File: src/rtl/ifm_acc_pkg.sv
// ifm_acc_pkg: shared conv-accelerator types; IFM_HPAD_EN enables horizontal zero padding
package ifm_acc_pkg;
  localparam int DATA_W = 8;
  localparam int KSIZE = 3;
`ifdef IFM_HPAD_EN
  localparam int HPAD = 1;
`else
  localparam int HPAD = 0;
`endif
  typedef enum logic [1:0] {IDLE, FETCH, DRAIN, DONE} state_t;
  typedef logic signed [DATA_W-1:0] pixel_t;
  typedef struct packed {
    logic v;
    logic rd;
    logic win;
    logic [1:0] kr;
  } slot_t;
endpackage

File: src/rtl/ifm_addr_gen.sv
// ifm_addr_gen: column/kernel-row/output-row counters and row_base adder for the IFM walk
module ifm_addr_gen
  import ifm_acc_pkg::*;
#(
  parameter int IFM_W = 32,
  parameter int IFM_H = 32,
  parameter int ADDR_W = 10
) (
  input  logic              clk,
  input  logic              rst,
  input  logic              clr,
  input  logic              inc,
  output logic [ADDR_W-1:0] addr,
  output logic [1:0]        kr,
  output logic              rd,
  output logic              win,
  output logic              last_job
);
  localparam int COLS = IFM_W + 2 * HPAD;
  localparam int CW = $clog2(COLS + 1);
  localparam int RW = $clog2(IFM_H);
  localparam logic [CW-1:0] COL_LAST = CW'(COLS - 1);
  localparam logic [RW-1:0] ROW_LAST = RW'(IFM_H - 3);
  localparam logic [1:0] KR_LAST = 2'(KSIZE - 1);
  logic [CW-1:0] col_q, col_d;
  logic [1:0] kr_q, kr_d;
  logic [RW-1:0] row_q, row_d;
  logic [ADDR_W-1:0] base_q, base_d;
  logic wrap, next_row;
  always_comb begin
    wrap = inc && col_q == COL_LAST;
    next_row = wrap && kr_q == KR_LAST;
    col_d = (clr || wrap) ? '0 : inc ? col_q + CW'(1) : col_q;
    kr_d = (clr || next_row) ? '0 : wrap ? kr_q + 2'd1 : kr_q;
    row_d = clr ? '0 : (next_row && row_q != ROW_LAST) ? row_q + RW'(1) : row_q;
    base_d = clr ? '0 : next_row ? base_q - ADDR_W'(IFM_W) : wrap ? base_q + ADDR_W'(IFM_W) : base_q;
    addr = base_q + ADDR_W'(col_q) - ADDR_W'(HPAD);
    kr = kr_q;
    rd = (col_q - CW'(HPAD)) < CW'(IFM_W);
    win = col_q >= CW'(2);
    last_job = col_q == COL_LAST && kr_q == KR_LAST && row_q == ROW_LAST;
  end
  always_ff @(posedge clk) begin
    if (rst) begin
      col_q <= '0;
      kr_q <= '0;
      row_q <= '0;
      base_q <= '0;
    end else begin
      col_q <= col_d;
      kr_q <= kr_d;
      row_q <= row_d;
      base_q <= base_d;
    end
  end
endmodule

File: src/rtl/ifm_fetch_ctrl.sv
// ifm_fetch_ctrl: 3x3-conv IFM row streamer feeding the shift buffer; IFM_HPAD_EN adds horizontal zero padding
module ifm_fetch_ctrl
  import ifm_acc_pkg::*;
#(
  parameter int IFM_W = 32,
  parameter int IFM_H = 32,
  parameter int ADDR_W = 10
) (
  input  logic              clk,
  input  logic              rst,
  input  logic              start,
  input  logic              pause,
  output logic              mem_en,
  output logic [ADDR_W-1:0] mem_addr,
  input  logic signed [7:0] mem_rdata,
  output logic signed [7:0] ifm_input,
  output logic              ifm_read,
  output logic              win_valid,
  output logic [1:0]        kr,
  output logic              busy,
  output logic              done
);
  state_t state_q, state_d;
  slot_t s1_q, s1_d;
  pixel_t ifm_input_q, ifm_input_d;
  logic ifm_read_q, ifm_read_d, win2_q, win2_d, win_valid_q, win_valid_d;
  logic [1:0] kr2_q, kr2_d, kr_q, kr_d;
  logic issue, clr, drained, last_job, slot_rd, slot_win;
  logic [1:0] slot_kr;
  logic [ADDR_W-1:0] addr;

  ifm_addr_gen #(.IFM_W(IFM_W), .IFM_H(IFM_H), .ADDR_W(ADDR_W)) u_addr (
    .clk(clk),
    .rst(rst),
    .clr(clr),
    .inc(issue),
    .addr(addr),
    .kr(slot_kr),
    .rd(slot_rd),
    .win(slot_win),
    .last_job(last_job)
  );

  always_ff @(posedge clk) begin
    state_q <= rst ? IDLE : state_d;
  end

  always_comb begin
    state_d = (state_q == IDLE) ? (start ? FETCH : IDLE) :
              (state_q == FETCH) ? ((issue && last_job) ? DRAIN : FETCH) :
              (state_q == DRAIN) ? (drained ? DONE : DRAIN) : IDLE;
  end

  always_comb begin
    issue = state_q == FETCH && !pause;
    clr = state_q == IDLE;
    mem_en = issue && slot_rd;
    mem_addr = mem_en ? addr : '0;
    busy = state_q == FETCH || state_q == DRAIN;
    done = state_q == DONE;
    drained = !s1_q.v && !ifm_read_q && !win2_q;
    ifm_input = ifm_input_q;
    ifm_read = ifm_read_q;
    win_valid = win_valid_q;
    kr = kr_q;
  end

  // pad slots travel the same 2-cycle pipe as real reads but deliver zero
  always_comb begin
    s1_d = '{v: issue, rd: mem_en, win: slot_win, kr: slot_kr};
    ifm_read_d = s1_q.v;
    ifm_input_d = s1_q.rd ? mem_rdata : '0;
    win2_d = s1_q.v && s1_q.win;
    kr2_d = s1_q.kr;
    win_valid_d = win2_q;
    kr_d = win2_q ? kr2_q : '0;
  end

  always_ff @(posedge clk) begin
    if (rst) begin
      s1_q <= '0;
      ifm_read_q <= 1'b0;
      ifm_input_q <= '0;
      win2_q <= 1'b0;
      kr2_q <= '0;
      win_valid_q <= 1'b0;
      kr_q <= '0;
    end else begin
      s1_q <= s1_d;
      ifm_read_q <= ifm_read_d;
      ifm_input_q <= ifm_input_d;
      win2_q <= win2_d;
      kr2_q <= kr2_d;
      win_valid_q <= win_valid_d;
      kr_q <= kr_d;
    end
  end
endmodule

File: config.mk
export PLATFORM = sky130hd
export DESIGN_NAME = ifm_fetch_ctrl
export DESIGN_NICKNAME = d
export VERILOG_FILES = /design/src/rtl/ifm_acc_pkg.sv /design/src/rtl/ifm_addr_gen.sv /design/src/rtl/ifm_fetch_ctrl.sv
export SDC_FILE = /design/constraint.sdc
export NUM_CORES = 1
export LEC_CHECK = 0
export BUFFER_PORTS_ARGS = -buffer_cell sky130_fd_sc_hd__clkbuf_2
export CAP_MARGIN = 20
export CORE_UTILIZATION = 49
export DETAILED_ROUTE_END_ITERATION = 6
export GPL_TIMING_DRIVEN = 0
export PLACE_DENSITY = 0.75
export SLEW_MARGIN = 20
export SYNTH_ARGS = -nofsm -noshare
export SYNTH_HDL_FRONTEND = slang
export SYNTH_HIERARCHICAL = 1
export SYNTH_SLANG_ARGS = --single-unit
File: constraint.sdc
create_clock -name clk -period 3.05 [get_ports clk]
set_input_delay 0.305 -clock clk [delete_from_list [all_inputs] [get_ports clk]]
set_output_delay 0.305 -clock clk [all_outputs]
set_load 0.01 [all_outputs]
Yosys cells after proc, flatten, opt, wreduce, memory -nomap -nowiden
Cells that the tools add are included.
{"block": "word_totals", "word_cells": 66, "input_bits": 12, "output_inout_bits": 25, "regBits": 45}
{"block": "classes", "addsub": 6, "n_lt_le_gt_ge": 2, "eq_ne": 7, "bitwise_logic": 2, "n_reduce_logical": 25, "n_mux": 9}
{"op": "$mux W10", "count": 3}
{"op": "$logic_and A1 B1 Y1", "count": 11}
{"op": "$add A10 B6 Y10", "count": 1}
{"op": "$add A10 B6 Y10 const B", "count": 1}
{"op": "$reduce_or A2 Y1", "count": 5}
{"op": "$sub A10 B6 Y10 const B", "count": 1}
{"op": "$mux W2", "count": 4}
{"op": "$add A6 B1 Y6 const B", "count": 1}
{"op": "$eq A2 B2 Y1 const B", "count": 3}
{"op": "$eq A6 B5 Y1 const B", "count": 1}
{"op": "$ge A6 B2 Y1 const B", "count": 1}
{"op": "$lt A6 B6 Y1 const B", "count": 1}
{"op": "$add A5 B1 Y5 const B", "count": 1}
{"op": "$eq A5 B5 Y1 const B", "count": 1}
{"op": "$ne A5 B5 Y1 const B", "count": 1}
{"op": "$logic_not A1 Y1", "count": 4}
{"op": "$logic_or A1 B1 Y1", "count": 3}
{"op": "$add A2 B1 Y2 const B", "count": 1}
{"op": "$eq A2 B1 Y1 const B", "count": 1}
{"op": "$logic_not A2 Y1", "count": 1}
{"op": "$mux W1", "count": 2}
{"op": "$not A1 Y1", "count": 2}
{"op": "$reduce_bool A2 Y1", "count": 1}

Depth between registers and ports, before layout
{"block": "logic_depth", "word_depth": 7, "depth_mapped": 14, "mapped_depth_nobuf": 12}

By module
Netlist, hierarchy kept.
{"module": "ifm_addr_gen", "cells_each": 124, "seq_area_each_um2": 360.3, "instances": 1, "area_each_um2": 1074.8}
{"module": "ifm_fetch_ctrl", "cells_each": 74, "seq_area_each_um2": 440.4, "instances": 1, "area_each_um2": 802.0}

Least setup slack after synthesis
Ideal clock, no wire load.
{"block": "synth_timing", "kind": "reg-to-reg", "startpoint": "register state_q[1]", "endpoint": "register u_addr.base_q[7]", "setup_slack_ns": 0.219, "path_buffers": 2, "path_stages_with_launch": 15, "setup_time_ns": 0.128, "t_arrival_ns": 2.703, "required_ns": 2.922, "path_cell_list": "dfxtp_1 inv_1 ha_1 nor2b_4 buf_6 clkbuf_8 nand2_1 nor2_2 nand2_1 xnor2_1 ha_1 or3b_2 a211oi_1 xnor2_1 nor2_1"}
{"block": "synth_via", "elab_chain_cells": 5, "word_cells_on_any_way": 8}
{"element": "start: declaration", "line": "ifm_fetch_ctrl.sv:23", "text": "state_t state_q, state_d;"}
{"element": "start signal: assignment", "line": "ifm_fetch_ctrl.sv:45", "text": "state_q <= rst ? IDLE : state_d;"}
{"element": "$eq A2 B1 Y1 (*)", "line": "ifm_fetch_ctrl.sv:55", "text": "issue = state_q == FETCH && !pause;"}
{"element": "$logic_and A1 B1 Y1 (*)", "line": "ifm_fetch_ctrl.sv:55"}
{"element": "net issue", "line": "ifm_fetch_ctrl.sv:28", "text": "logic issue, clr, drained, last_job, slot_rd, slot_win;"}
{"element": "$logic_and A1 B1 Y1 (*)", "line": "ifm_addr_gen.sv:31", "text": "wrap = inc && col_q == COL_LAST;"}
{"element": "$logic_and A1 B1 Y1", "line": "ifm_addr_gen.sv:32", "text": "next_row = wrap && kr_q == KR_LAST;"}
{"element": "$mux W10 / $reduce_bool A2 Y1 (equally long branches)"}
{"element": "end signal: assignment", "line": "ifm_addr_gen.sv:53", "text": "base_q <= base_d;"}
{"element": "end: declaration", "line": "ifm_addr_gen.sv:28", "text": "logic [ADDR_W-1:0] base_q, base_d;"}
The timed path passes the listed nets; every way through them passes the cells marked *.
A chain may end at the register's enable or synchronous reset.

Final worst setup path
Ends and elaborated chain as after synthesis.

==> tab_implementation.tex <==
\begin{tabular}{lr}
\hline
Metric & Value \\
\hline
\multicolumn{2}{l}{\textbf{Placement}} \\
\quad Placer congestion estimate & about 0.7 \\
\quad PortBufs & 36 \\
\quad Sum of net half-perimeters after detailed placement & roughly 2400 um \\
\quad Setup Slack @ Placement & -0.120 ns \\
\multicolumn{2}{l}{\textbf{Global route}} \\
\quad Congestion Overflow GR & 0 \\
\quad Met2 Usage GRT & 0.266 \\
\quad Global-route track usage on met3 & 0.0429 \\
\quad Pin count of the biggest net entering global routing & 15 \\
\quad Antenna violations before repair & 0 \\
\quad Global-route track usage on met1 & 0.212 \\
\quad Global-route wire length before repair & 5290 um \\
\quad Via count of the first global-routing pass & 1192 \\
\quad Global routing's busiest layer & met2 \\
\quad Total routing usage reported by global routing & 0.168 \\
\multicolumn{2}{l}{\textbf{STA}} \\
\quad Final critical-path share of the clock period & 0.931 \\
\quad Setup repair after global routing missed its margin & false \\
\quad Final hold violations & 0 \\
\quad Final Max Slew Viols & 0 \\
\quad Final Critical Period & between 2 and 3 ns \\
\quad Peak Freq & about 0.35 GHz \\
\quad Clock skew after layout & 0.00679 ns \\
\quad Max transition margin & 0.696 \\
\quad Worst-case setup margin in the final layout & between 0.2 and 0.25 ns \\
\quad Worst Max-Slew Pin Slew & about 0.46 ns \\
\quad Total of endpoints with negative setup slack in the final report & 0 \\
\multicolumn{2}{l}{\textbf{Critical path}} \\
\quad CP most frequent cell & sky130\_fd\_sc\_hd\_\_xnor2\_1 \\
\quad Flop2flop setup slack & $\sim$0.21 ns \\
\quad Top delay family on crit path & simple AND/OR/NAND/NOR gates \\
\quad Endpoint of the most critical register-to-register path & u\_addr/base\_q[7] \\
\quad Critical path startpoint category & flip-flop \\
\quad Cell Chain, Critical Path & inv\_1, ha\_2, nor2b\_4, buf\_6, clkbuf\_8, nand2\_2, nor2\_4, nand2\_1, xnor2\_1, ha\_1, or3b\_2, a211oi\_2, xnor2\_1, nor2\_1 \\
\quad Maximum net fanout on the critical path & 10 \\
\quad Setup crit start & state\_q[1] \\
\quad Startpoint of the lowest-slack register-to-register path & state\_q[1] \\
\quad Critical path data arrival time & 3.01 ns \\
\quad Cell depth of the worst flop-to-flop path & 14 \\
\quad Worst path max stage delay & 0.46 ns \\
\quad Worst setup EP type & flip-flop \\
\quad Buffers and inverters on the worst path & 3 \\
\quad Critical path class & reg -> reg \\
\quad Critical-path top delay cell & sky130\_fd\_sc\_hd\_\_or3b\_2 \\
\quad Path length in cells of the critical path & 14 \\
\quad Critical path capture point & u\_addr/base\_q[7] \\
\quad Required @ worst endpoint & around 3.2 ns \\
\multicolumn{2}{l}{\textbf{Run status}} \\
\quad Outcome & complete, no violations \\
\multicolumn{2}{l}{\textbf{Clock tree}} \\
\quad Number of clock buffers inserted by TritonCTS & 5 \\
\quad Count of H-tree levels built during CTS & 2 \\
\quad Clock tree from TritonCTS & built \\
\quad Clk Latency, worst-skew pair & between 0.2 and 0.3 ns \\
\quad Clock tree sinks & 40 \\
\quad Clock slew at reported path FFs & about 0.08 ns \\
\quad Worst-case clock buffer depth & 2 \\
\quad Cell at the root of the clock tree & sky130\_fd\_sc\_hd\_\_clkbuf\_8 \\
\quad Hold Buf Count CTS & 0 \\
\multicolumn{2}{l}{\textbf{Synthesis}} \\
\quad Summed instance area of the synthesized netlist & approximately 1900 um2 \\
\quad Syn Area/Cell & 9.48 um2 \\
\quad Adder-cell share of the synthesized area & 0.0733 \\
\quad Ranking of synthesized cells by area & sky130\_fd\_sc\_hd\_\_dfxtp\_1 (43\%), sky130\_fd\_sc\_hd\_\_ha\_1 (7.3\%), sky130\_fd\_sc\_hd\_\_xnor2\_1 (4.2\%) \\
\quad Top cell types by occurrence after synthesis & sky130\_fd\_sc\_hd\_\_dfxtp\_1 (40), sky130\_fd\_sc\_hd\_\_nand2\_1 (14), sky130\_fd\_sc\_hd\_\_nor2\_1 (13) \\
\quad Yosys top cell area share & 0.427 \\
\quad Flip-flop and latch count after synthesis & 40 \\
\quad Sequential area share after synthesis & 0.427 \\
\quad Async set-or-reset flop fraction in the synthesized netlist & 0 \\
\quad Fraction of the mapped netlist area in compound gates & 0.0667 \\
\quad Count of synthesis-stage warnings from yosys & 6 \\
\quad Main combinational cell family by area after synthesis & simple AND/OR/NAND/NOR gates \\
\quad Post-synthesis xor/xnor area fraction & 0.0607 \\
\quad Multiplexer share of the synthesized area & 0.00533 \\
\quad Most repeated cell in the gate-level netlist after synthesis & sky130\_fd\_sc\_hd\_\_dfxtp\_1 \\
\quad Number of unique standard cell types used by synthesis & 45 \\
\quad Number of standard cells after synthesis & 198 \\
\quad Net count after synthesis & 221 \\
\quad Dominant cell type by area after synthesis & sky130\_fd\_sc\_hd\_\_dfxtp\_1 \\
\quad Fraction of the mapped netlist area in simple logic gates & 0.295 \\
\quad Post-synth top flop & sky130\_fd\_sc\_hd\_\_dfxtp\_1 \\
\quad Number of flops mapped to enable cells by yosys & 0 \\
\multicolumn{2}{l}{\textbf{Routing}} \\
\quad Initial detailed-routing violation count & 64 \\
\quad Drt pass-1 iters & 4 \\
\quad Average wire per cell in the routed design & between 10 and 15 um \\
\quad Routed wire length & $\sim$3200 um \\
\quad Number of vias in the routed layout & around 1500 \\
\quad Post-route antenna net violation count & 0 \\
\quad Routed vias/inst & about 5 \\
\quad Count of unresolved DRC violations after routing & 0 \\
\multicolumn{2}{l}{\textbf{Finish}} \\
\quad Final Util & 0.620 \\
\quad Area of combinational cells with multiple inputs & 956 um2 \\
\quad Antenna cell count & 0 \\
\quad Number of nets in the layout & approximately 270 \\
\quad Fraction of final layout cells sized beyond drive strength 1 & 0.306 \\
\quad P\&R area growth vs syn & 21.0\% \\
\quad Combined flip-flop and latch cell area & between 800 and 900 um2 \\
\quad Final-layout fill cell count & roughly 310 \\
\multicolumn{2}{l}{\textbf{Pwr}} \\
\quad Maximum VDD drop & 0.260 mV \\
\quad Leakage power & 0.968 nW \\
\quad PwrDens & $\sim$440 nW/um2 \\
\multicolumn{2}{l}{\textbf{Die}} \\
\quad Std cell rows & 22 \\
\quad Die Ht & between 60 and 70 um \\
\quad Width of the die & between 60 and 70 um \\
\quad Core area & approximately 3700 um2 \\
\quad Starting density of the core & 0.513 \\
\quad Die Outline Area & between 4000 and 5000 um2 \\
\quad \# IOs & 37 \\
\multicolumn{2}{l}{\textbf{Job}} \\
\quad Max-cap violations & 0 \\
\multicolumn{2}{l}{\textbf{Hold path}} \\
\quad HP Class & in -> reg \\
\hline
\end{tabular}
-- placed cells by master, fill, tap and decap left out, types with 6 or more instances in the layout --
master / count
sky130_fd_sc_hd__a21oi_1: 7
sky130_fd_sc_hd__and2_1: 11
sky130_fd_sc_hd__and3_1: 8
sky130_fd_sc_hd__buf_4: 8
sky130_fd_sc_hd__clkbuf_1: 6
sky130_fd_sc_hd__clkbuf_2: 36
sky130_fd_sc_hd__clkbuf_8: 6
sky130_fd_sc_hd__dfxtp_1: 40
sky130_fd_sc_hd__ha_1: 10
sky130_fd_sc_hd__inv_1: 9
sky130_fd_sc_hd__nand2_1: 13
sky130_fd_sc_hd__nor2_1: 13
sky130_fd_sc_hd__nor2b_1: 8
sky130_fd_sc_hd__xnor2_1: 9
-- per-layer routing --
layer / vias to the layer above / part of all wire / routed length [um]
li1: 755 / - / -
met1: 658 / 0.47 / 1480
met2: 28 / 0.48 / 1530
met3: 9 / 0.035 / 111
met4: 0 / 0.015 / 47
met5: - / 0 / 0
-- report_power, final --
group          total (mW)  switching, mW  leakage, nW  internal (mW)
Combinational      0.0453         0.0237        0.586         0.0216
Clock               0.432          0.186       0.0583          0.246
Sequential          0.528        0.00209        0.323          0.526
-- how the worst min path moves through the flow --
stage	start	endpoint	slack, ns	cells past startpoint
6_report	mem_rdata[6]	ifm_input[6]	0.21	2
5_1_grt	mem_rdata[6]	ifm_input[6]	0.20	2
4_1_cts	mem_rdata[6]	ifm_input[6]	0.20	2
3_5_place_dp	kr2_q[1]	kr[1]	0.41	1
3_3_place_gp	s1_q[2]	win2_q	0.41	1
2_1_floorplan	rst	win_valid	0.39	1
-- cell type report --
type	instances	share of cell area
clock inverter	3	0.0209
clock buffer	5	0.0303
timing repair buffer	39	0.0893
buffer	15	0.0446
tap	48	0.0264
sequential	40	0.353
multi-input combinational	134	0.421
inverter	9	0.0149
-- through the flow --
step / hold slack [ns] / TNS (ns) / total power [mW] / cells / instance area (um2)
2_1_floorplan: 0.391 / 0 / 0.569 / 198 / 1880
3_3_place_gp: 0.411 / -0.0298 / 0.585 / 282 / 2120
3_5_place_dp: 0.410 / -0.120 / 0.586 / 282 / 2120
4_1_cts: 0.198 / 0 / 1.02 / 290 / 2240
5_1_grt: 0.199 / 0 / 1.05 / 293 / 2270
6_report: 0.208 / 0 / 1.00 / 293 / 2270
-- kinds of logic (layout without fill, tap and decap cells) --
family | after synthesis | count (layout)
simple gates | 91 | 91
fa+ha+maj | 11 | 11
buf+inv | 24 | 71
flops | 40 | 40
compound gates | 18 | 18
mux | 1 | 1
xor+xnor | 13 | 13
-- repair_timing --
| item | CTS | global route |
|---|---|---|
| gates cloned | 0 | 0 |
| pin swaps | 1 | 1 |
| hold endpoints to repair | 0 | 0 |
| gates resized for setup | 1 | 3 |
| setup endpoints to repair | 1 | 2 |
| buffers inserted | 0 | 3 |
-- registers in the layout, indices dropped and copies added, names as in the netlist --
| register | flops |
|---|---|
| ifm_input | 8 |
| ifm_read_d | 1 |
| s1_q | 2 |
| u_addr/col_q | 6 |
| ifm_read | 1 |
| kr | 2 |
| u_addr/base_q | 5 |
| state_q | 2 |
| u_addr/kr | 2 |
| win2_q | 1 |
| u_addr/row_q | 5 |
| win_valid | 1 |
| kr2_d | 2 |
| kr2_q | 2 |
-- worst reg2reg max path: stages (launching register included) --
cell and delay, ns:
sky130_fd_sc_hd__dfxtp_1 0.33, sky130_fd_sc_hd__inv_1 0.08, sky130_fd_sc_hd__ha_2 0.20, sky130_fd_sc_hd__nor2b_4 0.18, sky130_fd_sc_hd__buf_6 0.14, sky130_fd_sc_hd__clkbuf_8 0.16, sky130_fd_sc_hd__nand2_2 0.12, sky130_fd_sc_hd__nor2_4 0.18
sky130_fd_sc_hd__nand2_1 0.09, sky130_fd_sc_hd__xnor2_1 0.14, sky130_fd_sc_hd__ha_1 0.21, sky130_fd_sc_hd__or3b_2 0.46, sky130_fd_sc_hd__a211oi_2 0.25, sky130_fd_sc_hd__xnor2_1 0.14, sky130_fd_sc_hd__nor2_1 0.06
No activity file was read; power rests on OpenSTA's default activity.
